### src/rtl/led_fx_sequencer.sv
// led_fx_sequencer
// Multi-channel LED effect controller. Each channel holds an effect
// configuration (OFF, STATIC, BLINK, BREATH). A single duty-update engine
// visits every channel once per effect tick, one channel per clock. All
// channels share one free-running PWM counter. A per-channel shadow
// register latches the duty only at the counter wrap, so a duty change can
// never cut a PWM period short.
module led_fx_sequencer #(
   parameter int NUM_CH     = 6,
   parameter int PWM_BITS   = 8,
   parameter int TICK_DIV   = 27000,
   parameter int STEP       = 4,
   parameter int ACTIVE_LOW = 1
) (
   input  logic                clk,
   input  logic                rst_n,
   input  logic                cmd_valid,
   output logic                cmd_ready,
   input  logic [2:0]          cmd_ch,
   input  logic [1:0]          cmd_mode,
   input  logic [PWM_BITS-1:0] cmd_level,
   input  logic [7:0]          cmd_rate,
   output logic [NUM_CH-1:0]   led_out,
   output logic                busy
);

   localparam int DIV_W = (TICK_DIV > 1) ? $clog2(TICK_DIV) : 1;
   localparam int IDX_W = (NUM_CH > 1) ? $clog2(NUM_CH) : 1;
   localparam int EXT_W = PWM_BITS + 1;
   localparam logic [DIV_W-1:0]  DIV_LAST = DIV_W'(TICK_DIV - 1);
   localparam logic [IDX_W-1:0]  IDX_LAST = IDX_W'(NUM_CH - 1);
   localparam logic [EXT_W-1:0]  STEP_X   = EXT_W'(STEP);
   localparam logic [NUM_CH-1:0] LED_POL  = (ACTIVE_LOW != 0) ? '1 : '0;

   typedef enum logic [1:0] {
      MODE_OFF    = 2'd0,
      MODE_STATIC = 2'd1,
      MODE_BLINK  = 2'd2,
      MODE_BREATH = 2'd3
   } mode_t;

   typedef enum logic {
      ST_IDLE,
      ST_UPDATE
   } state_t;

   state_t               state;
   state_t               state_nxt;
   logic [IDX_W-1:0]     idx;
   logic [IDX_W-1:0]     idx_nxt;
   logic [DIV_W-1:0]     div_cnt;
   logic                 tick;
   logic                 cmd_accept;

   mode_t                ch_mode     [NUM_CH];
   logic [PWM_BITS-1:0]  ch_level    [NUM_CH];
   logic [7:0]           ch_rate     [NUM_CH];
   logic [7:0]           ch_rate_cnt [NUM_CH];
   logic [PWM_BITS-1:0]  ch_duty     [NUM_CH];
   logic [PWM_BITS-1:0]  ch_shadow   [NUM_CH];
   logic [NUM_CH-1:0]    ch_down;

   mode_t                cur_mode;
   logic [PWM_BITS-1:0]  cur_level;
   logic [PWM_BITS-1:0]  cur_duty;
   logic [7:0]           cur_rate;
   logic [7:0]           cur_rate_cnt;
   logic                 cur_down;

   logic [PWM_BITS-1:0]  upd_duty;
   logic [7:0]           upd_rate_cnt;
   logic                 upd_down;
   logic [EXT_W-1:0]     duty_x;
   logic [EXT_W-1:0]     duty_up;
   logic [EXT_W-1:0]     duty_dn;
   logic [PWM_BITS-1:0]  load_duty;

   logic [PWM_BITS-1:0]  pwm_cnt;
   logic [NUM_CH-1:0]    lit;

   assign tick       = (div_cnt == DIV_LAST);
   assign cmd_accept = cmd_valid && cmd_ready;
   assign load_duty  = ((cmd_mode == MODE_STATIC) || (cmd_mode == MODE_BLINK)) ? cmd_level : '0;

   // Effect tick divider: counts 0..TICK_DIV-1, tick is the last count.
   always_ff @(posedge clk or negedge rst_n) begin
      if (!rst_n) begin
         div_cnt <= '0;
      end else if (tick) begin
         div_cnt <= '0;
      end else begin
         div_cnt <= div_cnt + 1'b1;
      end
   end

   // Sequencer state and channel index registers.
   always_ff @(posedge clk or negedge rst_n) begin
      if (!rst_n) begin
         state <= ST_IDLE;
         idx   <= '0;
      end else begin
         state <= state_nxt;
         idx   <= idx_nxt;
      end
   end

   // Sequencer next state: idle accepts commands, update walks all channels.
   always_comb begin
      state_nxt = state;
      idx_nxt   = idx;
      cmd_ready = 1'b0;
      busy      = 1'b0;
      case (state)
         ST_IDLE: begin
            cmd_ready = 1'b1;
            if (tick) begin
               state_nxt = ST_UPDATE;
               idx_nxt   = '0;
            end
         end
         ST_UPDATE: begin
            busy = 1'b1;
            if (idx == IDX_LAST) begin
               state_nxt = ST_IDLE;
               idx_nxt   = '0;
            end else begin
               idx_nxt = idx + 1'b1;
            end
         end
         default: begin
            state_nxt = ST_IDLE;
            idx_nxt   = '0;
         end
      endcase
   end

   // Pick out the configuration of the channel the engine is visiting.
   always_comb begin
      cur_mode     = MODE_OFF;
      cur_level    = '0;
      cur_duty     = '0;
      cur_rate     = '0;
      cur_rate_cnt = '0;
      cur_down     = 1'b0;
      for (int c = 0; c < NUM_CH; c++) begin
         if (32'(idx) == c) begin
            cur_mode     = ch_mode[c];
            cur_level    = ch_level[c];
            cur_duty     = ch_duty[c];
            cur_rate     = ch_rate[c];
            cur_rate_cnt = ch_rate_cnt[c];
            cur_down     = ch_down[c];
         end
      end
   end

   // Effect step for the visited channel; breath math is one bit wider so it cannot wrap.
   always_comb begin
      upd_duty     = cur_duty;
      upd_rate_cnt = cur_rate_cnt;
      upd_down     = cur_down;
      duty_x       = {1'b0, cur_duty};
      duty_up      = duty_x + STEP_X;
      duty_dn      = duty_x - STEP_X;
      if (cur_rate_cnt != cur_rate) begin
         upd_rate_cnt = cur_rate_cnt + 8'd1;
      end else begin
         upd_rate_cnt = '0;
         case (cur_mode)
            MODE_OFF:    upd_duty = '0;
            MODE_STATIC: upd_duty = cur_level;
            MODE_BLINK:  upd_duty = (cur_duty == '0) ? cur_level : '0;
            MODE_BREATH: begin
               if (!cur_down) begin
                  if (duty_up >= {1'b0, cur_level}) begin
                     upd_duty = cur_level;
                     upd_down = 1'b1;
                  end else begin
                     upd_duty = duty_up[PWM_BITS-1:0];
                  end
               end else begin
                  if (duty_x <= STEP_X) begin
                     upd_duty = '0;
                     upd_down = 1'b0;
                  end else begin
                     upd_duty = duty_dn[PWM_BITS-1:0];
                  end
               end
            end
         endcase
      end
   end

   // Channel configuration: host commands (idle only) or the engine's step result.
   always_ff @(posedge clk or negedge rst_n) begin
      if (!rst_n) begin
         for (int c = 0; c < NUM_CH; c++) begin
            ch_mode[c]     <= MODE_OFF;
            ch_level[c]    <= '0;
            ch_rate[c]     <= '0;
            ch_rate_cnt[c] <= '0;
            ch_duty[c]     <= '0;
         end
         ch_down <= '0;
      end else begin
         for (int c = 0; c < NUM_CH; c++) begin
            if (cmd_accept && (32'(cmd_ch) == c)) begin
               ch_mode[c]     <= mode_t'(cmd_mode);
               ch_level[c]    <= cmd_level;
               ch_rate[c]     <= cmd_rate;
               ch_rate_cnt[c] <= '0;
               ch_duty[c]     <= load_duty;
               ch_down[c]     <= 1'b0;
            end else if (busy && (32'(idx) == c)) begin
               ch_rate_cnt[c] <= upd_rate_cnt;
               ch_duty[c]     <= upd_duty;
               ch_down[c]     <= upd_down;
            end
         end
      end
   end

   // Shared PWM counter, with duty copied into the shadows only at the wrap.
   always_ff @(posedge clk or negedge rst_n) begin
      if (!rst_n) begin
         pwm_cnt <= '0;
         for (int c = 0; c < NUM_CH; c++) begin
            ch_shadow[c] <= '0;
         end
      end else begin
         pwm_cnt <= pwm_cnt + 1'b1;
         if (pwm_cnt == '1) begin
            for (int c = 0; c < NUM_CH; c++) begin
               ch_shadow[c] <= ch_duty[c];
            end
         end
      end
   end

   // PWM compare; an all-ones shadow means fully on for the whole period.
   always_comb begin
      lit = '0;
      for (int c = 0; c < NUM_CH; c++) begin
         lit[c] = (pwm_cnt < ch_shadow[c]) || (ch_shadow[c] == '1);
      end
   end

   // Registered LED drive with board polarity applied.
   always_ff @(posedge clk or negedge rst_n) begin
      if (!rst_n) begin
         led_out <= LED_POL;
      end else begin
         led_out <= lit ^ LED_POL;
      end
   end

endmodule
### config.mk
export PLATFORM = sky130hd
export DESIGN_NAME = led_fx_sequencer
export DESIGN_NICKNAME = d
export VERILOG_FILES = /design/src/rtl/led_fx_sequencer.sv
export SDC_FILE = /design/constraint.sdc
export NUM_CORES = 1
export LEC_CHECK = 0
export BUFFER_PORTS_ARGS = -buffer_cell sky130_fd_sc_hd__buf_4
export CORE_ASPECT_RATIO = 1.75
export CORE_UTILIZATION = 59
export CTS_BUF_LIST = sky130_fd_sc_hd__clkbuf_8
export DETAILED_ROUTE_END_ITERATION = 10
export HOLD_SLACK_MARGIN = 0.02
export PLACE_DENSITY = 0.9
export SLEW_MARGIN = 30
export SYNTH_ARGS = -nofsm -noshare
export SYNTH_HDL_FRONTEND = slang
export SYNTH_SLANG_ARGS = --single-unit
### constraint.sdc
create_clock -name clk -period 5.02 [get_ports clk]
set_input_delay 0 -clock clk [delete_from_list [all_inputs] [get_ports clk]]
set_output_delay 0 -clock clk [all_outputs]
set_load 0.03 [all_outputs]
Word level (Yosys, flattened, before mapping)
Cells that the tools add are included.
Storage, ports and cells
  bits in registers: 291
  bits of input ports: 24
  word-level logic and storage cells: 212
Operators by class
  $add $sub $neg: 6
  order comparisons: 8
  eq/ne operators: 25
  multiplexer cells: 94
  bitwise gates (word level): 2
  reduce and logical (&&, ||, !) cells: 30
Operators by type and width (number)
  8-bit 2-to-1 mux: 55
  8-bit == test (second input constant): 7
  8-bit < comparator: 6
  8-bit case mux with 4 select lines: 1
  1-bit 2-to-1 mux: 27
  8-bit by 1-bit adder with 8-bit output (second input constant): 2
  15-bit by 1-bit adder with 15-bit output (second input constant): 1
  15-bit == test (second input constant): 1
  15-bit 2-to-1 mux: 1
  1-bit logical AND: 13
  3-bit by 2-bit == test with 1-bit output (second input constant): 4
  3-bit == test (second input constant): 4
  2-bit 2-to-1 mux: 6
  2-bit nonzero test: 6
  8-bit by 3-bit adder with 9-bit output (second input constant): 1
  9-bit by 8-bit >= comparator with 1-bit output: 1
  8-bit by 3-bit <= comparator with 1-bit output (second input constant): 1
  8-bit logical NOT: 1
  8-bit inequality test: 1
  8-bit by 3-bit subtractor with 8-bit output (second input constant): 1
  1-bit logical OR: 7
  2-bit == test (second input constant): 3
  3-bit by 1-bit == test with 1-bit output (second input constant): 2
  3-bit logical NOT: 2
  other kinds (9): 11

Depth between registers and ports, before layout
  word-level depth: 15
  depth in mapped cells: 29

Worst setup path before layout
OpenSTA, ideal clock, no wires.
  path type: reg2reg
  from: reg idx[0]
  to: reg ch_duty[37] (netlist bit)
  arrival: 5477 ps
  path slack: -549 ps
  stages on the path, launching flop included: 30
  buffers on the path: 11
  period minus slack after synthesis: 5569 ps
  cell sequence: dfrtp_1 > buf_6 > buf_8 > buf_8 > buf_8 > buf_6 > inv_1 > nor2_1 > ha_1 > buf_2 > buf_2 > buf_2 > buf_1 > nand3_1 > o221ai_1 > clkbuf_1 > ha_1 > a21boi_1 > and2_1 > xor2_1 > ha_1 > a21o_1 > a221oi_1 > o21ai_0 > a41oi_1 > nand2_1 > o221ai_2 > o2bb2a_4 > buf_6 > o31ai_2
Between the ends
  cells in the longest elaborated chain, start to end: 15
Ends and longest elaborated chain
  start, declared: line 49  | logic [IDX_W-1:0] idx;
  start signal, assigned: line 103  | idx <= idx_nxt;
  3-bit logical NOT: line 146  | if (32'(idx) == c) begin
  8-bit 2-to-1 mux (6 in series): line 146
  8-bit by 3-bit adder with 9-bit output: line 163  | duty_up = duty_x + STEP_X;
  9-bit by 8-bit >= comparator with 1-bit output: line 175  | if (duty_up >= {1'b0, cur_level}) begin
  8-bit 2-to-1 mux: line 175
  8-bit 2-to-1 mux: line 174  | if (!cur_down) begin
  8-bit case mux with 4 select lines: line 169  | case (cur_mode)
  8-bit 2-to-1 mux: line 165  | if (cur_rate_cnt != cur_rate) begin
  8-bit 2-to-1 mux: line 214  | end else if (busy && (32'(idx) == c)) begin
  8-bit 2-to-1 mux: line 207  | if (cmd_accept && (32'(cmd_ch) == c)) begin
  end signal, assigned by index: line 212  | ch_duty[c] <= load_duty;
  end signal, assigned by index: line 216  | ch_duty[c] <= upd_duty;
  end, declared: line 59  | logic [PWM_BITS-1:0] ch_duty [NUM_CH];
Several ways; a longest one is shown, not always the timed one. The select of a mux whose other input is x is not followed.
A chain may end at the register's enable or synchronous reset.

Final worst setup path
  from: reg idx[0]
  to: reg ch_duty[31] (netlist bit)
The elaborated chain is that of the path after synthesis.

==> results.py <==
metrics = {
    "route": {
        "first_iter_violations": 1061,
        "drt-total-wl_um": 52500,
        "routedWlPerCell_um": 24.4,
        "first_pass_iters": 7,
        "drtAntennaViolNets": 0,
        "viasPerCell": 6.61,
        "via_count": 14200,
        "drc": 0,
    },
    "finish": {
        "multi_input_area_um2": 7810,
        "syn_to_final_growth_pct": 10.5,
        "num-fill-cells": 2106,
        "register_area_um2": 7290,
        "diodes": 0,
        "fin_nets": 1878,
        "drive_gt1_frac": 0.134,
    },
    "critical_path": {
        "crit_slowest_cell": "dfrtp_4",
        "crit_start": "idx[0]$_DFFE_PN0P_",
        "start_kind": "flop",
        "rrSetupSlack_ps": 370,
        "cp_data_arrival_time_ps": 5070,
        "r2r-end": "ch_duty[31]$_DFFE_PN0P_",
        "worstPathCellList": "inv_1 > nor2_1 > ha_4 > a221oi_1 > a221oi_2 > ha_1 > a21boi_2 > and2_4 > xor2_1 > ha_1 > a21o_1 > a221oi_1 > o21ai_1 > a41o_1 > a21boi_2 > nor3_1 > o311ai_0 > o211ai_1",
        "r2r_start": "idx[0]$_DFFE_PN0P_",
        "reg2reg_depth": 18,
        "cp_slowest_stage_delay_ps": 530,
        "cp-end-kind": "flop",
        "required_ps": 5440,
        "worst-setup-path-type": "flop to flop",
        "path_max_fanout": 13,
    },
    "sta": {
        "min_period_ps": 4650,
        "period_share": 0.926,
        "fin_worst_skew_ps": 47.2,
        "finalSetupTns_ps": 0,
        "relSlewSlack": 0.317,
        "hold_viol": 0,
        "fmax_ghz": 0.215,
        "worst_pin_slew_ps": 1020,
        "rsz0062_at_grt": "true",
        "setup_viol": 0,
        "drv_slew": 0,
    },
    "power": {
        "switching_share": 0.322,
        "power_frac_clock": 0.319,
        "p_total_mw": 5.87,
        "p_per_area_nw_per_um2": 335,
        "switchingPower_mw": 1.89,
        "ir_drop_mv": 0.297,
        "power_frac_comb": 0.192,
        "power.internal_mw": 3.98,
        "leakage_nw": 7.85,
        "seqPwrFrac": 0.489,
    },
    "logic_synthesis": {
        "synth_edf_count": 0,
        "ys_ff_latch": 291,
        "async_reset_ff_frac": 1.00,
        "syn_area_um2": 15800,
        "synth.distinct_cells": 88,
        "avgSynthCellArea_um2": 9.03,
        "synth_seq_area_share": 0.460,
        "yosys_warnings": 0,
        "syn_inst": 1755,
        "synth_nets": 1837,
        "synthFlopType": "dfrtp_1",
    },
    "global_route": {
        "overflow": 0,
        "grt_max_degree": 161,
        "grt_pass1_wl_um": 81300,
        "grt_pass1_vias": 14400,
        "grt_usage": 0.393,
        "grt_antenna_before_repair": 1,
    },
    "clocking": {
        "cts.path.max_buffers": 3,
        "clockRootBuffer": "clkbuf_8",
        "cts_buffers": 42,
        "htree_levels": 2,
        "cts_tree": "yes",
        "path_clk_slew_ps": 70,
        "clock_sinks": 291,
        "clk_latency_ps": 610,
    },
    "floorplan": {
        "start_util": 0.598,
        "io_pins": 32,
        "core-area_um2": 26500,
        "die_w_um": 126,
        "rows": 79,
        "die_h_um": 219,
        "dieArea_um2": 27500,
    },
    "placed_design": {
        "hpwlAfterDp_um": 35400,
        "place_congestion": 1.10,
        "port_buffers": 31,
    },
    "status": {
        "outcome": "complete, no violations",
    },
    "min_path": {
        "hold_class": "primary input to async pin",
    },
    "flow_run": {
        "max-cap-violations": 0,
    },
}
worst max-delay path, delay by kind of cell, from the launching register on:
kind                       cells  cell delay [ps]
DFF                            1              530
adders and majority gates      3              770
AOI/OAI and AO/OA             10             2420
and+or+nand+nor                3              490
xor gates and xnor gates       1              150
buffers and inverters          1              100
cell families after synthesis:
logic type,Yosys count,share of synthesized area
AO/OA/AOI/OAI,423,0.185
AND/OR/NAND/NOR,705,0.194
multiplexers,67,0.0451
XOR/XNOR,33,0.0182
flip-flops,291,0.460
adder cells (fa/ha/maj),58,0.0458
buffers and inverters,178,0.0516
layout by cell type (no fill, tap or decap), drive strengths merged, types with 29 or more instances in the layout:
master  Yosys  layout
nand3      77      77
dfrtp     285     285
mux2i      35      35
nand2     446     446
mux2       32      32
buf        41      88
nor2       71      71
o21ai     185     185
ha         58      58
a31oi      29      29
inv        65      84
clkbuf     71      53
sequential cells by signal (all words and copies together) (netlist names):
name,cells
ch_duty,48
ch_level,48
ch_rate,48
ch_rate_cnt,48
ch_shadow,48
div_cnt,15
ch_mode,12
pwm_cnt,8
ch_down,6
led_out,6
idx,3
state,1
metal layers:
| metal | part of all wire | vias up | track usage |
|---|---|---|---|
| li1 | - | 6220 | - |
| met1 | 0.32 | 6800 | 0.402 |
| met4 | 0.099 | 2 | 0.358 |
| met2 | 0.49 | 837 | 0.666 |
| met3 | 0.085 | 352 | 0.0917 |
| met5 | 0.00025 | - | 0 |
synth_stat cells (8+ instances only):
| library cell | instances | area share |
|---|---|---|
| buf_2 | 17 | 0.0054 |
| a221oi_1 | 18 | 0.0099 |
| o21a_1 | 8 | 0.0038 |
| nand3_1 | 77 | 0.024 |
| a21o_1 | 21 | 0.0099 |
| o211ai_1 | 11 | 0.0052 |
| nor2b_1 | 11 | 0.0043 |
| nor3_1 | 12 | 0.0038 |
| dfrtp_1 | 285 | 0.45 |
| and3_1 | 14 | 0.0055 |
| xor2_1 | 13 | 0.0072 |
| a21oi_1 | 24 | 0.0076 |
| mux2i_1 | 35 | 0.022 |
| nand3b_1 | 10 | 0.0047 |
| clkbuf_1 | 71 | 0.017 |
| inv_1 | 63 | 0.015 |
| o21bai_1 | 9 | 0.0043 |
| nand2_1 | 446 | 0.11 |
| a22oi_1 | 24 | 0.011 |
| nand4_1 | 14 | 0.0055 |
| mux2_2 | 29 | 0.021 |
| o21ai_0 | 173 | 0.055 |
| nand2b_1 | 8 | 0.0032 |
| a221o_1 | 8 | 0.0051 |
| nor2_1 | 71 | 0.017 |
| o21ai_1 | 12 | 0.0038 |
| ha_1 | 58 | 0.046 |
| xnor2_1 | 20 | 0.011 |
| and2_1 | 10 | 0.0039 |
| a31oi_1 | 28 | 0.011 |
| buf_6 | 8 | 0.0057 |
worst max-delay path by stage:
stage | end | depth (start not counted)
finish | ch_duty[31]$_DFFE_PN0P_ | 18
global route | ch_duty[23]$_DFFE_PN0P_ | 18
CTS | ch_duty[26]$_DFFE_PN0P_ | 19
detailed placement | ch_duty[26]$_DFFE_PN0P_ | 19
global placement | ch_duty[2]$_DFFE_PN0P_ | 19
floorplan | ch_duty[47]$_DFFE_PN0P_ | 28
stage by stage:
step	worst slack [ps]	instances	hold slack (ps)	cell area [um^2]	util
finish	369	2149	30.7	17500	0.661
global route	-33.2	2149	78.5	17500	0.661
CTS	91.5	2147	33.4	17400	0.658
detailed placement	195	2054	102	16400	0.619
global placement	303	2054	96.6	16400	0.619
floorplan	1.95	1755	-296	15900	-
power by group through the flow:
stage	sequential, mW	combinational, mW	clock, mW
global placement	2.87	1.05	0
detailed placement	2.89	1.08	0
finish	2.87	1.13	1.87
floorplan	2.77	0.728	0
global route	2.88	1.24	1.98
CTS	2.84	1.10	1.88
layout make-up:
| type | instances | share of cell area |
|---|---|---|
| clock inverter | 21 | 0.00600 |
| sequential | 291 | 0.417 |
| multi-input combinational | 1286 | 0.446 |
| clock buffer | 52 | 0.0409 |
| tap | 324 | 0.0232 |
| timing repair buffer | 109 | 0.0531 |
| inverter | 66 | 0.0142 |
repair_timing:
| action | in CTS | in global routing |
|---|---|---|
| endpoints found under the setup margin | 0 | 42 |
| buffers inserted | 0 | 1 |
| endpoints found under the hold margin | 215 | 0 |
| hold buffers | 20 | 0 |
| resized for setup | 0 | 8 |
No activity file was read; power rests on OpenSTA's default activity.
